`src/rtl/bambu_mem_channel_arbiter.sv`:
```
`default_nettype none
// +----------------------------------------------------------------------------+
// | Module : bambu_mem_channel_arbiter                                         |
// | Brief  : Shares one single-port synchronous RAM between the two master     |
// |          channels of a Bambu core. Each access is one transaction:         |
// |          arbitrate, issue, wait the fixed RAM latency, pulse ready.        |
// | Config : define ARB_FIXED_PRIO_EN to grant every tie to ch0. Without it,   |
// |          ties alternate round-robin.                                       |
// | Rev    : 1.0  initial release                                              |
// +----------------------------------------------------------------------------+
module bambu_mem_channel_arbiter #(
  parameter int ADDR_W  = 7,
  parameter int DATA_W  = 32,
  parameter int SIZE_W  = 6,
  parameter int MEM_LAT = 1
) (
  input  logic                clock,
  input  logic                reset,
  input  logic [1:0]          ch_oe,
  input  logic [1:0]          ch_we,
  input  logic [2*ADDR_W-1:0] ch_addr,
  input  logic [2*DATA_W-1:0] ch_wdata,
  input  logic [2*SIZE_W-1:0] ch_size,
  output logic [2*DATA_W-1:0] ch_rdata,
  output logic [1:0]          ch_rdy,
  output logic                mem_en,
  output logic                mem_we,
  output logic [ADDR_W-1:0]   mem_addr,
  output logic [DATA_W-1:0]   mem_wdata,
  output logic [DATA_W-1:0]   mem_wmask,
  input  logic [DATA_W-1:0]   mem_rdata,
  output logic                err_both
);

  // The counter must hold MEM_LAT itself; a latency of 1 still needs one bit.
  localparam int CNT_W = (MEM_LAT < 2) ? 1 : $clog2(MEM_LAT + 1);

  typedef enum logic [1:0] {
    S_IDLE  = 2'd0,
    S_ISSUE = 2'd1,
    S_WAIT  = 2'd2,
    S_RESP  = 2'd3
  } state_t;

  state_t              state_q, state_d;
  logic                gnt_q, gnt_d;
  logic                dir_q, dir_d;       // 1 = write
  logic [ADDR_W-1:0]   addr_q, addr_d;
  logic [DATA_W-1:0]   wdata_q, wdata_d;
  logic [SIZE_W-1:0]   size_q, size_d;
  logic [CNT_W-1:0]    cnt_q, cnt_d;
  logic [DATA_W-1:0]   rdata_q, rdata_d;
  logic                last_gnt_q, last_gnt_d;
  logic                err_both_q, err_both_d;

  logic [1:0]          req;
  logic [DATA_W-1:0]   mask;

  // Size in bits to a low-aligned bit mask; sizes at or above the bus width
  // saturate to all ones and size 0 yields an empty mask.
  function automatic logic [DATA_W-1:0] size_mask(input logic [SIZE_W-1:0] sz);
    logic [DATA_W:0] one_hot;
    if (int'(sz) >= DATA_W) begin
      return '1;
    end
    one_hot = {{DATA_W{1'b0}}, 1'b1} << sz;
    return one_hot[DATA_W-1:0] - DATA_W'(1);
  endfunction

  assign mask = size_mask(size_q);

  // A channel asserting both oe and we is in conflict and is never eligible.
  assign req = ch_oe ^ ch_we;

  // Next-state logic: arbitration, transaction latching and latency counting.
  always_comb begin
    state_d    = state_q;
    gnt_d      = gnt_q;
    dir_d      = dir_q;
    addr_d     = addr_q;
    wdata_d    = wdata_q;
    size_d     = size_q;
    cnt_d      = cnt_q;
    rdata_d    = rdata_q;
    last_gnt_d = last_gnt_q;
    err_both_d = err_both_q | (|(ch_oe & ch_we));

    case (state_q)
      S_IDLE: begin
        if (|req) begin
          if (req == 2'b11) begin
`ifdef ARB_FIXED_PRIO_EN
            gnt_d = 1'b0;
`else
            gnt_d = ~last_gnt_q;
`endif
          end else begin
            gnt_d = req[1];
          end
          dir_d   = gnt_d ? ch_we[1] : ch_we[0];
          addr_d  = gnt_d ? ch_addr[2*ADDR_W-1:ADDR_W]  : ch_addr[ADDR_W-1:0];
          wdata_d = gnt_d ? ch_wdata[2*DATA_W-1:DATA_W] : ch_wdata[DATA_W-1:0];
          size_d  = gnt_d ? ch_size[2*SIZE_W-1:SIZE_W]  : ch_size[SIZE_W-1:0];
          // Writes complete with zero read data.
          rdata_d = '0;
          state_d = S_ISSUE;
        end
      end
      S_ISSUE: begin
        if (dir_q) begin
          state_d = S_RESP;
        end else begin
          cnt_d   = CNT_W'(MEM_LAT);
          state_d = S_WAIT;
        end
      end
      S_WAIT: begin
        if (cnt_q == CNT_W'(1)) begin
          rdata_d = mem_rdata & mask;
          cnt_d   = '0;
          state_d = S_RESP;
        end else begin
          cnt_d = cnt_q - CNT_W'(1);
        end
      end
      S_RESP: begin
        last_gnt_d = gnt_q;
        state_d    = S_IDLE;
      end
      default: begin
        state_d = S_IDLE;
      end
    endcase
  end

  // Output decode: RAM side only live in ISSUE, channel side only in RESP.
  always_comb begin
    mem_en    = (state_q == S_ISSUE);
    mem_we    = mem_en & dir_q;
    mem_addr  = mem_en ? addr_q : '0;
    mem_wdata = mem_we ? (wdata_q & mask) : '0;
    mem_wmask = mem_we ? mask : '0;
    ch_rdy    = 2'b00;
    ch_rdata  = '0;
    if (state_q == S_RESP) begin
      ch_rdy = gnt_q ? 2'b10 : 2'b01;
      if (gnt_q) begin
        ch_rdata[2*DATA_W-1:DATA_W] = rdata_q;
      end else begin
        ch_rdata[DATA_W-1:0] = rdata_q;
      end
    end
    err_both = err_both_q;
  end

  // State and transaction registers; reset abandons any transaction in flight.
  always_ff @(posedge clock) begin
    if (reset) begin
      state_q    <= S_IDLE;
      gnt_q      <= 1'b0;
      dir_q      <= 1'b0;
      addr_q     <= '0;
      wdata_q    <= '0;
      size_q     <= '0;
      cnt_q      <= '0;
      rdata_q    <= '0;
      last_gnt_q <= 1'b1;
      err_both_q <= 1'b0;
    end else begin
      state_q    <= state_d;
      gnt_q      <= gnt_d;
      dir_q      <= dir_d;
      addr_q     <= addr_d;
      wdata_q    <= wdata_d;
      size_q     <= size_d;
      cnt_q      <= cnt_d;
      rdata_q    <= rdata_d;
      last_gnt_q <= last_gnt_d;
      err_both_q <= err_both_d;
    end
  end

endmodule
`default_nettype wire

```
`config.mk`:
```
export PLATFORM = sky130hd
export DESIGN_NAME = bambu_mem_channel_arbiter
export DESIGN_NICKNAME = d
export VERILOG_FILES = /design/src/rtl/bambu_mem_channel_arbiter.sv
export SDC_FILE = /design/constraint.sdc
export NUM_CORES = 1
export LEC_CHECK = 0
export ABC_AREA = 1
export CORE_ASPECT_RATIO = 1.1
export CORE_MARGIN = 10
export CORE_UTILIZATION = 45
export DETAILED_ROUTE_END_ITERATION = 7
export PLACE_DENSITY = 0.89
export RECOVER_POWER = 50
export SYNTH_ARGS = -nofsm -noshare
export SYNTH_HDL_FRONTEND = slang
export SYNTH_SLANG_ARGS = --single-unit
```
`constraint.sdc`:
```
create_clock -name clock -period 6.4 [get_ports clock]
set_input_delay 0.96 -clock clock [delete_from_list [all_inputs] [get_ports clock]]
set_output_delay 0.96 -clock clock [all_outputs]
set_load 0.02 [all_outputs]
```
==> flow_summary_export.csv, run 1 <==
group,metric,value,unit
timing,max_slew_margin,-10.3,%
placed_design,port_buffers,267,
cts,clock_latency,0.34,ns
finish,area_delta_synth_final,52.3,%
route,dr.pass1.iters,7,
die,core_area,12200,um2
status,violations,"capacitance limit, slew limit",
placed_design,placedCellCount,1303,
timing,finalMaxSlewViolations,36,
yosys,synth_seq_area_share,29.8,%
cts,cts_buffer_depth,2,
critical_path,critPathMaxFanout,18,
route,drt_iter0_markers,509,
timing,tightest_slew,1.66,ns
pwr,p_per_area,369,nW/um2
yosys,synth_warnings,0,
route,drc,0,
pwr,intPower,1.55,mW
yosys,async_reset_ff_share,0,%
route,top_layer_used,"met4",
cts,cts_tree,"done",
finish,fin_cells,1319,
global_routing,grt_overflow,0,
cts,post_cts_buffers,0,
timing,rsz0062_at_grt,"false",
global_routing,grt_pass1_vias,6516,
timing,setup_violations,0,
timing,fin_skew,0.00859,ns
pwr,switchingPower,1.62,mW
pwr,p_leak,3.67,nW
pwr,clkPwrFrac,16.3,%
pwr,ir_worst_vdd,211,uV
yosys,synth.top_cell.area_share,29.8,%
yosys,synth_seq_cells,84,
timing,tns,0,ns
global_routing,antenna_found_initial,0,
die,ioPinCount,268,
pwr,power,3.17,mW
finish,fillers,1091,
critical_path,end_kind,"output pin",
timing,post-route-period-util,80.9,%
yosys,synth-edff-count,0,
yosys,ys_top_cells_by_area,"dfxtp_1 30%, nand2_1 17%, nor2_1 10%, inv_1 6.5%, a31oi_1 5.2%",
placed_design,place_area,8330,um2
route,ant_nets,0,
die,dieHeight,138,um
placed_design,place_congestion,1.02,
finish,drive_above_1_share,6.27,%
cts,cts_buffers,9,
pwr,p_seq_share,25.3,%
cts,clkTransAtPathRegs,0.06,ns
critical_path,critPathLaunchType,"register",
route,routed_wl,22.7,mm
global_routing,gr-usage-all-layers,24.8,%
die,fp.dieArea,17400,um2
global_routing,grt_max_degree,83,
status,status,"complete, but fails checks",
die,die_width,127,um
cts,postCtsHoldBufs,0,
placed_design,hpwl,18.1,mm
global_routing,grt_pass1_wl,35.1,mm
pwr,pwr-share-comb,58.4,%
finish,fin_area,8610,um2
cts,numClockSinks,84,
critical_path,criticalPathCategory,"register to output pin",
route,wl_per_cell,17.2,um
pwr,p_sw_share,51.1,%
yosys,yosys.area.top_type,"dfxtp_1",
route,wl_met1,8.97,mm
route,drt-vias-per-instance,5.27,
cts,ctsResizeCount,0,
die,rows,42,
yosys,syn_inst,933,
route,route.met2.wl,10.9,mm
route,vias,6949,
route,wl_met3,2.19,mm
timing,max_freq,0.193,GHz
cts,htree_levels,3,
yosys,yosys_most_used_dff,"dfxtp_1",
timing,final.min_clock_period,5.18,ns
yosys,netlist_area,5650,um2
yosys,synthesis.nets,1069,
cts,clk_root_buffer_cell,"clkbuf_16",
worst_hold_path,hold_path.class,"register to register",
finish,nNetsFinal,1296,
job,cap_violations,2,
finish,antenna_cells,0,
timing,timing_hold_violations_final,0,
yosys,syn_area_per_cell,6.06,um2
die,start_util,46.3,%
critical_path,crit_required,5.44,ns
critical_path,worstPathArrival,4.22,ns
yosys,synth.distinct_cells,36,
==> logic make-up after synthesis <==
family | Yosys count | share of synthesized area [%]
AOI/OAI and AO/OA | 146 | 14.2
and+or+nand+nor | 531 | 42.7
DFF | 84 | 29.8
adders and majority gates | 8 | 1.77
buffers and inverters | 164 | 11.6
==> flip-flops by register name, summed over array words and instances (netlist names), 2 cells and up <==
register,count
addr_q,7
rdata_q,32
size_q,6
state_q,2
wdata_q,32
==> layer usage <==
layer,track usage [%],up-vias
li1,-,3430
met5,0,-
met1,29.1,3141
met2,42.1,330
met4,9.05,0
met3,7.00,48
==> placed cells by master (no fill, tap or decap), drive strengths merged <==
cell	n
a21oi	41
nand4	16
clkinvlp	1
nand3b	13
nor3b	17
buf	3
clkdlybuf4s50	238
inv	109
clkbuf	16
nor3	9
dlygate4sd3	29
nand3	40
or2	3
nand2	263
o21ai	55
nor4	1
o211ai	1
nor2	168
a41oi	1
and2	1
o21bai	1
dfxtp	84
a31oi	47
ha	8
==> worst max-delay path, cell delays in order (launching register included) <==
cell and delay (ns):
dfxtp_1 0.46, nor2_1 1.18, inv_2 0.16, nor2_1 0.22, inv_1 0.10, ha_1 0.20
nand2_1 0.12, nor2_1 0.07, nand2_1 0.11, inv_1 0.09, o21ai_1 0.35, nand2_1 0.09
nor2_1 0.09, clkdlybuf4s50_1 0.61
==> synthesized netlist by cell type, types with 2 or more instances <==
cell type	instances
nor2_4	5
nand4_2	4
o21ai_0	52
nand3b_1	13
nor2_2	10
inv_2	10
nand2_1	253
nor3b_2	7
ha_1	8
inv_1	98
buf_6	2
nor3_1	8
buf_1	2
dfxtp_1	84
nand3_2	4
buf_4	6
nand4_1	12
o21ai_1	2
nand3_1	36
a31oi_1	47
nor2_1	152
a21oi_1	41
or2_1	2
nor3b_1	10
clkbuf_1	46
nand2_2	9
==> power groups by stage <==
stage | Combinational, mW | Sequential, mW | Clock (mW)
final | 1.85 | 0.803 | 0.516
after global placement | 1.81 | 0.804 | 0
after detailed placement | 1.83 | 0.809 | 0
after floorplan | 1.33 | 0.743 | 0
after global routing | 2.03 | 0.820 | 0.539
after CTS | 1.84 | 0.801 | 0.514
==> per-stage QoR <==
step	utilization (%)	worst slack (ns)	hold slack, ns
4_1_cts	70.7	1.96	0.466
6_report	70.6	1.22	0.463
2_1_floorplan	-	3.27	0.429
3_3_place_gp	68.3	2.41	0.452
3_5_place_dp	68.3	2.33	0.457
5_1_grt	70.6	0.867	0.472
==> worst paths after layout <==
path              startpoint           end  slack [ns]  cells after the start
setup / recovery   size_q[5]  mem_wdata[6]        1.22                     13
hold / removal    rdata_q[4]    rdata_q[4]        0.46                      2
setup reg to reg   size_q[5]    rdata_q[6]        2.96                     12
hold reg to reg   rdata_q[4]    rdata_q[4]        0.46                      2
==> cell type report <==
| type | instances | area [um2] | share of cell area [%] |
|---|---|---|---|
| multi-input cells | 685 | 3330 | 38.7 |
| inverters | 108 | 405 | 4.71 |
| well taps | 154 | 193 | 2.24 |
| repair buffers | 272 | 2700 | 31.4 |
| clock inverters | 2 | 16.3 | 0.189 |
| flip-flops and latches | 84 | 1680 | 19.5 |
| clock buffers | 14 | 274 | 3.18 |
Power figures use the tool's default switching activity.
==> run 2: changes to the inputs <==
Settings changed: CORE_UTILIZATION 45 to 42, PLACE_DENSITY 0.89 to 0.84.
Clock period 6.4 ns to 5.05 ns, I/O delays scaled along.
==> flow_summary_export.csv, run 2 (synthesis results as in run 1) <==
group,metric,value,unit
status,status,"complete, but fails checks",
status,violations,"capacitance limit, slew limit",
timing,final.min_clock_period,4.21,ns
die,fp.dieArea,18500,um2
cts,post_cts_buffers,0,
placed_design,place_congestion,1.02,
cts,postCtsHoldBufs,0,
critical_path,critPathMaxFanout,17,
die,start_util,42.8,%
route,vias,6791,
cts,clock_latency,0.35,ns
timing,post-route-period-util,83.4,%
die,dieHeight,142,um
placed_design,hpwl,17.7,mm
finish,drive_above_1_share,6.60,%
route,dr.pass1.iters,6,
timing,finalMaxSlewViolations,80,
worst_hold_path,hold_path.class,"register to register",
route,drt_iter0_markers,463,
critical_path,crit_required,4.29,ns
route,wl_per_cell,17.0,um
route,drt-vias-per-instance,5.11,
critical_path,critPathLaunchType,"register",
critical_path,criticalPathCategory,"register to output pin",
route,routed_wl,22.6,mm
pwr,p_per_area,472,nW/um2
cts,cts_buffer_depth,2,
timing,timing_hold_violations_final,0,
placed_design,port_buffers,267,
finish,area_delta_synth_final,53.0,%
global_routing,busiest_layer,"met2",
route,ant_nets,0,
global_routing,gr-usage-met2,39.5,%
die,core_area,13200,um2
global_routing,grt_max_degree,49,
critical_path,end_kind,"output pin",
global_routing,grtUsageMet3,5.44,%
worst_hold_path,holdPathStages,2,
pwr,p_leak,3.69,nW
finish,nNetsFinal,1298,
finish,final_common_cell,"nand2_1",
timing,fin_skew,0.00833,ns
route,drc,0,
finish,final_cell_mix,"252 x nand2_1, 237 x clkdlybuf4s50_1, 152 x nor2_1",
cts,clk_root_buffer_cell,"clkbuf_16",
global_routing,gr-usage-all-layers,23.1,%
global_routing,grt_pass1_vias,6306,
global_routing,grt_overflow,0,
die,ioPinCount,268,
cts,numClockSinks,84,
global_routing,antenna_found_initial,0,
timing,tns,0,ns
global_routing,grt_pass1_wl,34.0,mm
finish,largestRegisters,"rdata_q x32, wdata_q x32, addr_q x7",
critical_path,worstPathArrival,3.46,ns
cts,htree_levels,3,
cts,cts_buffers,9,
cts,ctsResizeCount,0,
cts,cts_tree,"done",
cts,clkTransAtPathRegs,0.06,ns
placed_design,post-place-ws,1.31,ns
placed_design,place_area,8350,um2
job,cap_violations,2,
timing,tightest_slew,1.67,ns
pwr,ir_worst_vdd,238,uV
finish,final_core_util,65.4,%
timing,rsz0062_at_grt,"false",
timing,max_slew_margin,-11.3,%
timing,setup_violations,0,
timing,max_freq,0.237,GHz
global_routing,use_met1,28.0,%
finish,fin_area,8650,um2
finish,antenna_cells,0,
critical_path,reg2regPathDepth,14,
die,rows,44,
die,die_width,131,um
timing,fin_ws,0.837,ns
==> run 2: through the flow <==
step / std cells / power (mW) / hold WS (ns)
2_1_floorplan: 933 / 2.62 / 0.429
3_3_place_gp: 1312 / 3.33 / 0.450
3_5_place_dp: 1312 / 3.36 / 0.455
4_1_cts: 1328 / 4.06 / 0.465
5_1_grt: 1328 / 4.35 / 0.481
6_report: 1328 / 4.08 / 0.462
==> run 2: area by class of cell <==
cell class | instances | area [um2]
flip-flops and latches | 84 | 1680
repair buffers | 274 | 2720
clock inverters | 6 | 71.3
well taps | 161 | 201
clock buffers | 10 | 229
inverters | 108 | 405
fillers | 1230 | 4570
multi-input cells | 685 | 3340
==> run 2: final timing paths <==
check         startpoint            end  slack (ns)
min          rdata_q[31]    rdata_q[31]        0.46
max            size_q[2]  mem_wdata[18]        0.84
max reg2reg    size_q[2]    rdata_q[28]        2.43
min reg2reg  rdata_q[31]    rdata_q[31]        0.46
==> run 2: routing by layer <==
metal | vias to the layer above | part of all wire, %
met1 | 3041 | 41
met2 | 292 | 49
met5 | - | 0
met3 | 27 | 8.5
li1 | 3431 | -
met4 | 0 | 1.6
==> run 2: worst max-delay path, cell delays in order (launching register included) <==
cell and delay [ns]:
dfxtp_1 0.74, inv_1 0.23, nand3_1 0.14, nor2_1 0.06
inv_1 0.09, ha_1 0.17, nand2_1 0.11, nor2_2 0.21
nand3_2 0.18, o21bai_1 0.21, nand2_1 0.13, nor3b_1 0.20
clkdlybuf4s50_1 0.64
==> run 2: report_power, final <==
group	leakage, nW	internal (mW)	switching (mW)
Sequential	0.690	0.859	0.157
Clock	0.140	0.388	0.294
Combinational	2.86	0.743	1.64
